==> config.mk <==
export PLATFORM = sky130hd
export DESIGN_NAME = mem_access
export DESIGN_NICKNAME = d
export VERILOG_FILES = /design/src/rtl/mem_access_pkg.sv /design/src/rtl/mem_access_load_ext.sv /design/src/rtl/mem_access.sv
export SDC_FILE = /design/constraint.sdc
export NUM_CORES = 1
export LEC_CHECK = 0
export ABC_AREA = 1
export CORE_UTILIZATION = 36
export DETAILED_ROUTE_END_ITERATION = 7
export HOLD_SLACK_MARGIN = 0.15
export PLACE_DENSITY = 0.66
export SYNTH_ARGS = -nofsm -noshare
export SYNTH_HDL_FRONTEND = slang
export SYNTH_HIERARCHICAL = 1
export SYNTH_SLANG_ARGS = --single-unit
==> constraint.sdc <==
create_clock -name clk -period 4.3 [get_ports clk]
set_input_delay 1.29 -clock clk [delete_from_list [all_inputs] [get_ports clk]]
set_output_delay 1.29 -clock clk [all_outputs]
set_load 0.02 [all_outputs]
==> src/rtl/mem_access_pkg.sv <==
// Shared types and helpers for the mem_access stage.
// Contents: bus widths, memop and FSM encodings, captured request payload,
// and small decode helpers for access size / direction / alignment.
package mem_access_pkg;

    localparam int unsigned REG_W      = 32;
    localparam int unsigned REG_ADDR_W = 5;
    localparam int unsigned MEMOP_W    = 4;

    typedef enum logic [MEMOP_W-1:0] {
        MEM_NONE = 4'd0,
        MEM_LB   = 4'd1,
        MEM_LH   = 4'd2,
        MEM_LW   = 4'd3,
        MEM_LBU  = 4'd4,
        MEM_LHU  = 4'd5,
        MEM_SB   = 4'd6,
        MEM_SH   = 4'd7,
        MEM_SW   = 4'd8
    } memop_e;

    typedef enum logic [1:0] {
        ST_IDLE   = 2'd0,
        ST_ACCESS = 2'd1,
        ST_DRAIN  = 2'd2
    } state_e;

    // Instruction fields held for the duration of a multi-cycle access
    typedef struct packed {
        logic [MEMOP_W-1:0]    op;
        logic [REG_ADDR_W-1:0] wd;
        logic                  wreg;
        logic [REG_W-1:0]      sdata;
    } mem_req_t;

    // Number of bus bytes moved by an op (0 for non-memory ops)
    function automatic logic [2:0] op_size(input logic [MEMOP_W-1:0] op);
        case (op)
            MEM_LB, MEM_LBU, MEM_SB: return 3'd1;
            MEM_LH, MEM_LHU, MEM_SH: return 3'd2;
            MEM_LW, MEM_SW:          return 3'd4;
            default:                 return 3'd0;
        endcase
    endfunction

    function automatic logic op_is_mem(input logic [MEMOP_W-1:0] op);
        return (op >= 4'd1) && (op <= 4'd8);
    endfunction

    function automatic logic op_is_store(input logic [MEMOP_W-1:0] op);
        return (op == MEM_SB) || (op == MEM_SH) || (op == MEM_SW);
    endfunction

    function automatic logic op_misaligned(input logic [MEMOP_W-1:0] op,
                                           input logic [1:0]         a);
        return ((op_size(op) == 3'd2) && a[0]) ||
               ((op_size(op) == 3'd4) && (a != 2'b00));
    endfunction

endpackage

==> src/rtl/mem_access_load_ext.sv <==
// Sign/zero extension of assembled load bytes according to the memop.
// Ports: memop (load kind), bytes (little-endian assembled data),
//        result (write-back value).
module mem_access_load_ext
    import mem_access_pkg::*;
(
    input  logic [MEMOP_W-1:0] memop,
    input  logic [REG_W-1:0]   bytes,
    output logic [REG_W-1:0]   result
);

    // Extend from the access width; LW and anything else pass unchanged
    always_comb begin
        result = bytes;
        case (memop)
            MEM_LB:  result = {{24{bytes[7]}},  bytes[7:0]};
            MEM_LH:  result = {{16{bytes[15]}}, bytes[15:0]};
            MEM_LBU: result = {24'd0, bytes[7:0]};
            MEM_LHU: result = {16'd0, bytes[15:0]};
            default: result = bytes;
        endcase
    end

endmodule

==> src/rtl/mem_access.sv <==
// Memory-access pipeline stage: passes ALU results to write-back and runs
// byte-serial loads/stores over a shared 8-bit bus, stalling upstream until
// the access completes.
// Ports: clk, rst (async active-low); EX/MEM inputs valid_i, memop_i, wd_i,
//        wreg_i, wdata_i, mem_addr_i, store_data_i; bus mem_gnt_i, mem_din_i,
//        mem_req_o, mem_a_o, mem_dout_o, mem_wr_o; write-back wd_o, wreg_o,
//        wdata_o, valid_o; stall_req_o; err_o.
// Build option: define MEM_ALIGN_CHECK_EN to reject misaligned half/word
// accesses with err_o instead of performing them byte-serially.
module mem_access
    import mem_access_pkg::*;
#(
    parameter int unsigned MEM_ADDR_W = 32
) (
    input  logic                  clk,
    input  logic                  rst,
    input  logic                  valid_i,
    input  logic [MEMOP_W-1:0]    memop_i,
    input  logic [REG_ADDR_W-1:0] wd_i,
    input  logic                  wreg_i,
    input  logic [REG_W-1:0]      wdata_i,
    input  logic [31:0]           mem_addr_i,
    input  logic [REG_W-1:0]      store_data_i,
    input  logic                  mem_gnt_i,
    input  logic [7:0]            mem_din_i,
    output logic [REG_ADDR_W-1:0] wd_o,
    output logic                  wreg_o,
    output logic [REG_W-1:0]      wdata_o,
    output logic                  valid_o,
    output logic                  stall_req_o,
    output logic                  mem_req_o,
    output logic [MEM_ADDR_W-1:0] mem_a_o,
    output logic [7:0]            mem_dout_o,
    output logic                  mem_wr_o,
    output logic                  err_o
);

    state_e                state;
    mem_req_t              req;
    logic [MEM_ADDR_W-1:0] addr;
    logic [2:0]            size;
    logic [2:0]            k;
    logic [REG_W-1:0]      ldata;
    logic                  rd_pend;

    logic                  is_store;
    logic                  last_byte;
    logic                  start;
    logic                  misalign;
    logic [1:0]            lane;
    logic [REG_W-1:0]      ld_bytes;
    logic [REG_W-1:0]      ld_result;

    assign is_store  = op_is_store(req.op);
    assign last_byte = (k == size - 3'd1);
    assign start     = valid_i && op_is_mem(memop_i);

`ifdef MEM_ALIGN_CHECK_EN
    assign misalign = op_misaligned(memop_i, mem_addr_i[1:0]);
`else
    assign misalign = 1'b0;
`endif

    // Read data for byte k-1 arrives the cycle after its grant; merge it in
    assign lane = 2'(k - 3'd1);
    always_comb begin
        ld_bytes = ldata;
        if (rd_pend) begin
            ld_bytes[{lane, 3'b000} +: 8] = mem_din_i;
        end
    end

    mem_access_load_ext u_load_ext (
        .memop  (req.op),
        .bytes  (ld_bytes),
        .result (ld_result)
    );

    // Bus outputs decode from state flops only, so reset clears them at once
    assign mem_req_o  = (state == ST_ACCESS);
    assign mem_wr_o   = mem_req_o && is_store;
    assign mem_a_o    = mem_req_o ? addr + MEM_ADDR_W'(k) : '0;
    assign mem_dout_o = mem_req_o ? req.sdata[{k[1:0], 3'b000} +: 8] : 8'd0;

    // Upstream must hold from the capture cycle; released in the completion cycle
    assign stall_req_o = rst &&
        (((state == ST_IDLE) && start && !misalign) ||
         ((state == ST_ACCESS) && !(is_store && mem_gnt_i && last_byte)));

    // Stage FSM and registered write-back outputs
    always_ff @(posedge clk or negedge rst) begin
        if (!rst) begin
            state   <= ST_IDLE;
            req     <= '0;
            addr    <= '0;
            size    <= 3'd0;
            k       <= 3'd0;
            ldata   <= '0;
            rd_pend <= 1'b0;
            wd_o    <= '0;
            wreg_o  <= 1'b0;
            wdata_o <= '0;
            valid_o <= 1'b0;
            err_o   <= 1'b0;
        end else begin
            valid_o <= 1'b0;
            err_o   <= 1'b0;
            rd_pend <= 1'b0;
            case (state)
                ST_IDLE: begin
                    if (valid_i) begin
                        if (!op_is_mem(memop_i)) begin
                            wd_o    <= wd_i;
                            wreg_o  <= wreg_i;
                            wdata_o <= wdata_i;
                            valid_o <= 1'b1;
                        end else if (misalign) begin
                            wd_o    <= wd_i;
                            wreg_o  <= 1'b0;
                            wdata_o <= '0;
                            valid_o <= 1'b1;
                            err_o   <= 1'b1;
                        end else begin
                            req   <= '{op: memop_i, wd: wd_i, wreg: wreg_i,
                                       sdata: store_data_i};
                            addr  <= mem_addr_i[MEM_ADDR_W-1:0];
                            size  <= op_size(memop_i);
                            k     <= 3'd0;
                            ldata <= '0;
                            state <= ST_ACCESS;
                        end
                    end
                end
                ST_ACCESS: begin
                    if (rd_pend) begin
                        ldata <= ld_bytes;
                    end
                    if (mem_gnt_i) begin
                        k       <= k + 3'd1;
                        rd_pend <= !is_store;
                        if (last_byte) begin
                            if (is_store) begin
                                wd_o    <= req.wd;
                                wreg_o  <= 1'b0;
                                wdata_o <= '0;
                                valid_o <= 1'b1;
                                state   <= ST_IDLE;
                            end else begin
                                state <= ST_DRAIN;
                            end
                        end
                    end
                end
                ST_DRAIN: begin
                    wd_o    <= req.wd;
                    wreg_o  <= req.wreg;
                    wdata_o <= ld_result;
                    valid_o <= 1'b1;
                    k       <= 3'd0;
                    state   <= ST_IDLE;
                end
                default: state <= ST_IDLE;
            endcase
        end
    end

endmodule

==> metrics.txt <==
# TYPE chip_impl_metric gauge
chip_impl_info{name="cts.root.buffer_cell",value="sky130_fd_sc_hd__clkbuf_16"} 1
chip_impl_metric{name="area_enclosed_by_the_die_boundary",unit="um^2"} 26500
chip_impl_metric{name="first_global_vias",unit=""} 8794
chip_impl_metric{name="final_weighted_congestion_in_routability_driven_placement",unit=""} 0.894
chip_impl_metric{name="drive_gt1_share",unit="%"} 5.40
chip_impl_metric{name="initialDrtViolationCount",unit=""} 703
chip_impl_metric{name="boundary_pins",unit=""} 201
chip_impl_metric{name="via_count",unit=""} 9391
chip_impl_metric{name="syn_nets",unit=""} 1513
chip_impl_metric{name="total_leakage_power",unit="nW"} 5.81
chip_impl_metric{name="cts.clk_slew.worst_paths",unit="ps"} 60
chip_impl_metric{name="finish.net_count",unit=""} 1676
chip_impl_info{name="most-common-layout-cells",value="sky130_fd_sc_hd__nand2_1 (523), sky130_fd_sc_hd__clkdlybuf4s50_1 (191), sky130_fd_sc_hd__dfrtp_1 (154)"} 1
chip_impl_metric{name="tightest_slew",unit="ps"} 1130
chip_impl_info{name="crit_path_start_kind",value="input port"} 1
chip_impl_metric{name="cts.htree.levels",unit=""} 4
chip_impl_metric{name="timing.critical_path.fanout_max",unit=""} 4
chip_impl_metric{name="synth_cells",unit=""} 1380
chip_impl_metric{name="fin_setup_tns",unit="ps"} 0
chip_impl_metric{name="final_cell_count_no_fill",unit=""} 1886
chip_impl_metric{name="timing.hold.ws",unit="ps"} 474
chip_impl_metric{name="ys_ff_latch",unit=""} 154
chip_impl_metric{name="timing.critical_path.required",unit="ps"} 3010
chip_impl_metric{name="drt-pass1-iter-count",unit=""} 7
chip_impl_metric{name="cts_max_path_buffers",unit=""} 2
chip_impl_metric{name="numClockSinks",unit=""} 154
chip_impl_info{name="cpLargestDelayFamily",value="buffers and inverters"} 1
chip_impl_metric{name="placementRows",unit=""} 58
chip_impl_metric{name="finClkSkew",unit="ps"} 9.84
chip_impl_metric{name="worstPathArrival",unit="ps"} 2870
chip_impl_metric{name="relSlewSlack",unit="%"} 25.0
chip_impl_metric{name="finalHoldViolations",unit=""} 0
chip_impl_metric{name="ys_seq_area_share",unit="%"} 41.4
chip_impl_metric{name="detailed_place.area",unit="um^2"} 11500
chip_impl_metric{name="grt_overflow_total",unit=""} 0
chip_impl_metric{name="port_buffers",unit=""} 199
chip_impl_metric{name="crit_path_max_incr_delay",unit="ps"} 460
chip_impl_metric{name="share_of_async_settable_or_async_resettable_flops_after_synthesis",unit="%"} 100
chip_impl_metric{name="maxCapViolations",unit=""} 0
chip_impl_info{name="cp_cell_sequence",value="clkdlybuf4s50_1 > nor2_1 > nand3_1 > nand2_1 > nand3_2 > nand2_1 > inv_1 > a21boi_0 > dlygate4sd2_1"} 1
chip_impl_metric{name="count_of_warnings_emitted_by_yosys",unit=""} 6
chip_impl_info{name="synth_top_flop_cell",value="sky130_fd_sc_hd__dfrtp_1"} 1
chip_impl_metric{name="grt_start_max_net_pins",unit=""} 86
chip_impl_metric{name="cts_hold_repair.buffers",unit=""} 0
chip_impl_metric{name="viasPerCell",unit=""} 4.98
chip_impl_metric{name="wirelength",unit="mm"} 28.7
chip_impl_metric{name="setup_violations",unit=""} 0
chip_impl_metric{name="post_synth_num_cell_types",unit=""} 31
chip_impl_metric{name="grt_pass1_wl",unit="mm"} 45.9
chip_impl_metric{name="fin_crit",unit="ps"} 4160
chip_impl_metric{name="overall_fraction_of_global_route_tracks_in_use",unit="%"} 22.0
chip_impl_metric{name="drtAntennaViolNets",unit=""} 0
chip_impl_metric{name="cts_buffer_count",unit=""} 17
chip_impl_metric{name="placed_cells_incl_taps",unit=""} 1854
chip_impl_metric{name="syn2layout_area_growth",unit="%"} 30.3
chip_impl_metric{name="detailedPlace.worstSlack",unit="ps"} -134
chip_impl_metric{name="irDropWorstVdd",unit="mV"} 0.383
chip_impl_metric{name="path_buf_inv",unit=""} 3
chip_impl_metric{name="final-max-slew-violation-count",unit=""} 0
chip_impl_info{name="kind_of_path_behind_the_tightest_hold_check",value="reg -> reg"} 1
chip_impl_metric{name="post-route-period-util",unit="%"} 96.7
chip_impl_info{name="run_status",value="completed"} 1
chip_impl_metric{name="die_width",unit="um"} 163
chip_impl_metric{name="cellPowerDensity",unit="nW/um^2"} 610
chip_impl_metric{name="edff_count_synth",unit=""} 0
chip_impl_info{name="critical_path_class",value="in -> out"} 1
chip_impl_metric{name="routed_wire_length_per_instance",unit="um"} 15.2
chip_impl_info{name="tritoncts",value="done"} 1
chip_impl_metric{name="final.setup.worst_slack",unit="ps"} 143
chip_impl_metric{name="die_height",unit="um"} 163
chip_impl_info{name="final_common_cell",value="sky130_fd_sc_hd__nand2_1"} 1
chip_impl_metric{name="grt_antenna_before_repair",unit=""} 1
chip_impl_metric{name="insertion_delay",unit="ps"} 420
chip_impl_metric{name="avgSynthCellArea",unit="um^2"} 6.74
chip_impl_info{name="cpMostUsedCell",value="sky130_fd_sc_hd__nand2_1"} 1
chip_impl_metric{name="start_util",unit="%"} 36.8
chip_impl_info{name="unrepaired_setup_endpoints_after_global_routing",value="false"} 1
chip_impl_metric{name="fp.coreArea",unit="um^2"} 25300
chip_impl_metric{name="mappedNetlistArea",unit="um^2"} 9300
chip_impl_metric{name="drc",unit=""} 0
chip_impl_metric{name="detailedPlacementHpwl",unit="mm"} 20.1
chip_impl_metric{name="post-route-cell-area",unit="um^2"} 12100
chip_impl_info{name="worst_setup_path_end_kind",value="primary output"} 1
chip_impl_info{name="critical_path.slowest_cell",value="sky130_fd_sc_hd__clkdlybuf4s50_1"} 1
chip_impl_metric{name="max_clock_freq",unit="MHz"} 241
==> timing repair <==
action,CTS,global route
endpoints found under the setup margin,1,14
buffers inserted,0,0
pin swaps,0,0
resized for setup,1,11
==> Yosys cell counts, types with 3 or more instances <==
cell	count	area share, %
sky130_fd_sc_hd__nand2_1	524	21
sky130_fd_sc_hd__dfrtp_1	154	41
sky130_fd_sc_hd__nor2_1	139	5.6
sky130_fd_sc_hd__o21ai_0	137	7.4
sky130_fd_sc_hd__nand3_1	118	6.3
sky130_fd_sc_hd__inv_1	102	4.1
sky130_fd_sc_hd__nand4_1	32	2.2
sky130_fd_sc_hd__clkbuf_1	29	1.2
sky130_fd_sc_hd__a21oi_1	28	1.5
sky130_fd_sc_hd__buf_2	26	1.4
sky130_fd_sc_hd__buf_4	18	1.5
sky130_fd_sc_hd__ha_1	14	1.9
sky130_fd_sc_hd__o21ai_1	13	0.70
sky130_fd_sc_hd__buf_6	6	0.73
sky130_fd_sc_hd__inv_2	6	0.24
sky130_fd_sc_hd__nand2_2	6	0.40
sky130_fd_sc_hd__xnor2_1	4	0.38
sky130_fd_sc_hd__a31oi_1	3	0.20
sky130_fd_sc_hd__nand3_2	3	0.32
sky130_fd_sc_hd__xor2_1	3	0.28
==> tightest hold or removal path, delay by kind of cell, from the launching register on <==
family	cells	cell delay, ps
DFF	1	350
and+or+nand+nor	2	90
==> metal layers <==
metal | part of all wire [%] | GRT usage [%] | vias up
met3 | 6.0 | 4.61 | 25
met1 | 49 | 31.9 | 4384
met4 | 1.2 | 5.10 | 0
met2 | 44 | 33.2 | 278
met5 | 0 | 0 | -
li1 | - | - | 4704
==> final cells by class <==
type / instances / area, um^2
antenna: 1 / 2.50
clock buffer: 17 / 425
clock inverter: 14 / 184
fill: 2566 / 13100
inverter: 109 / 409
multi-input combinational: 1036 / 4620
sequential: 154 / 3850
tap: 330 / 413
timing repair buffer: 225 / 2210
==> final timing paths <==
kind	from	end	slack, ps	cells after the start
setup / recovery	memop_i[1]	stall_req_o	140	9
hold / removal	wdata_o[8]	wdata_o[8]	470	2
setup reg to reg	k[0]	wdata_o[26]	600	13
hold reg to reg	wdata_o[8]	wdata_o[8]	470	2
max in group asynchronous	rst	ldata[29]	2090	3
min in group asynchronous	rst	ldata[8]	1020	2
==> sequential cells by signal (all words and copies together) (netlist names) <==
signal	flops
addr	32
k	3
ldata	32
rd_pend	1
req	42
size	3
state	2
valid_o	1
wd_o	5
wdata_o	32
wreg_o	1
==> cell families (layout without fill, tap and decap cells) <==
family	count (synthesis)	count (layout)	synth area share [%]
other cells	1	2	0.0403
buf+inv	190	365	9.23
fa+ha+maj	15	15	2.10
xor+xnor	7	7	0.659
simple gates	829	829	36.5
flops	154	154	41.4
compound gates	184	184	10.0
==> report_power, final <==
group	switching (mW)	leakage (nW)	total [mW]	internal (mW)
Sequential	0.397	1.98	2.37	1.97
Combinational	2.23	3.53	3.47	1.24
Clock	0.679	0.295	1.56	0.881
==> metrics by stage <==
| step | power (mW) | utilization, % |
|---|---|---|
| after detailed placement | 5.85 | 45.4 |
| after floorplan | 4.60 | - |
| after global placement | 5.80 | 45.4 |
| final | 7.40 | 48.0 |
| after global routing | 7.94 | 48.0 |
| after CTS | 7.43 | 47.9 |
No activity file was read; power rests on OpenSTA's default activity.
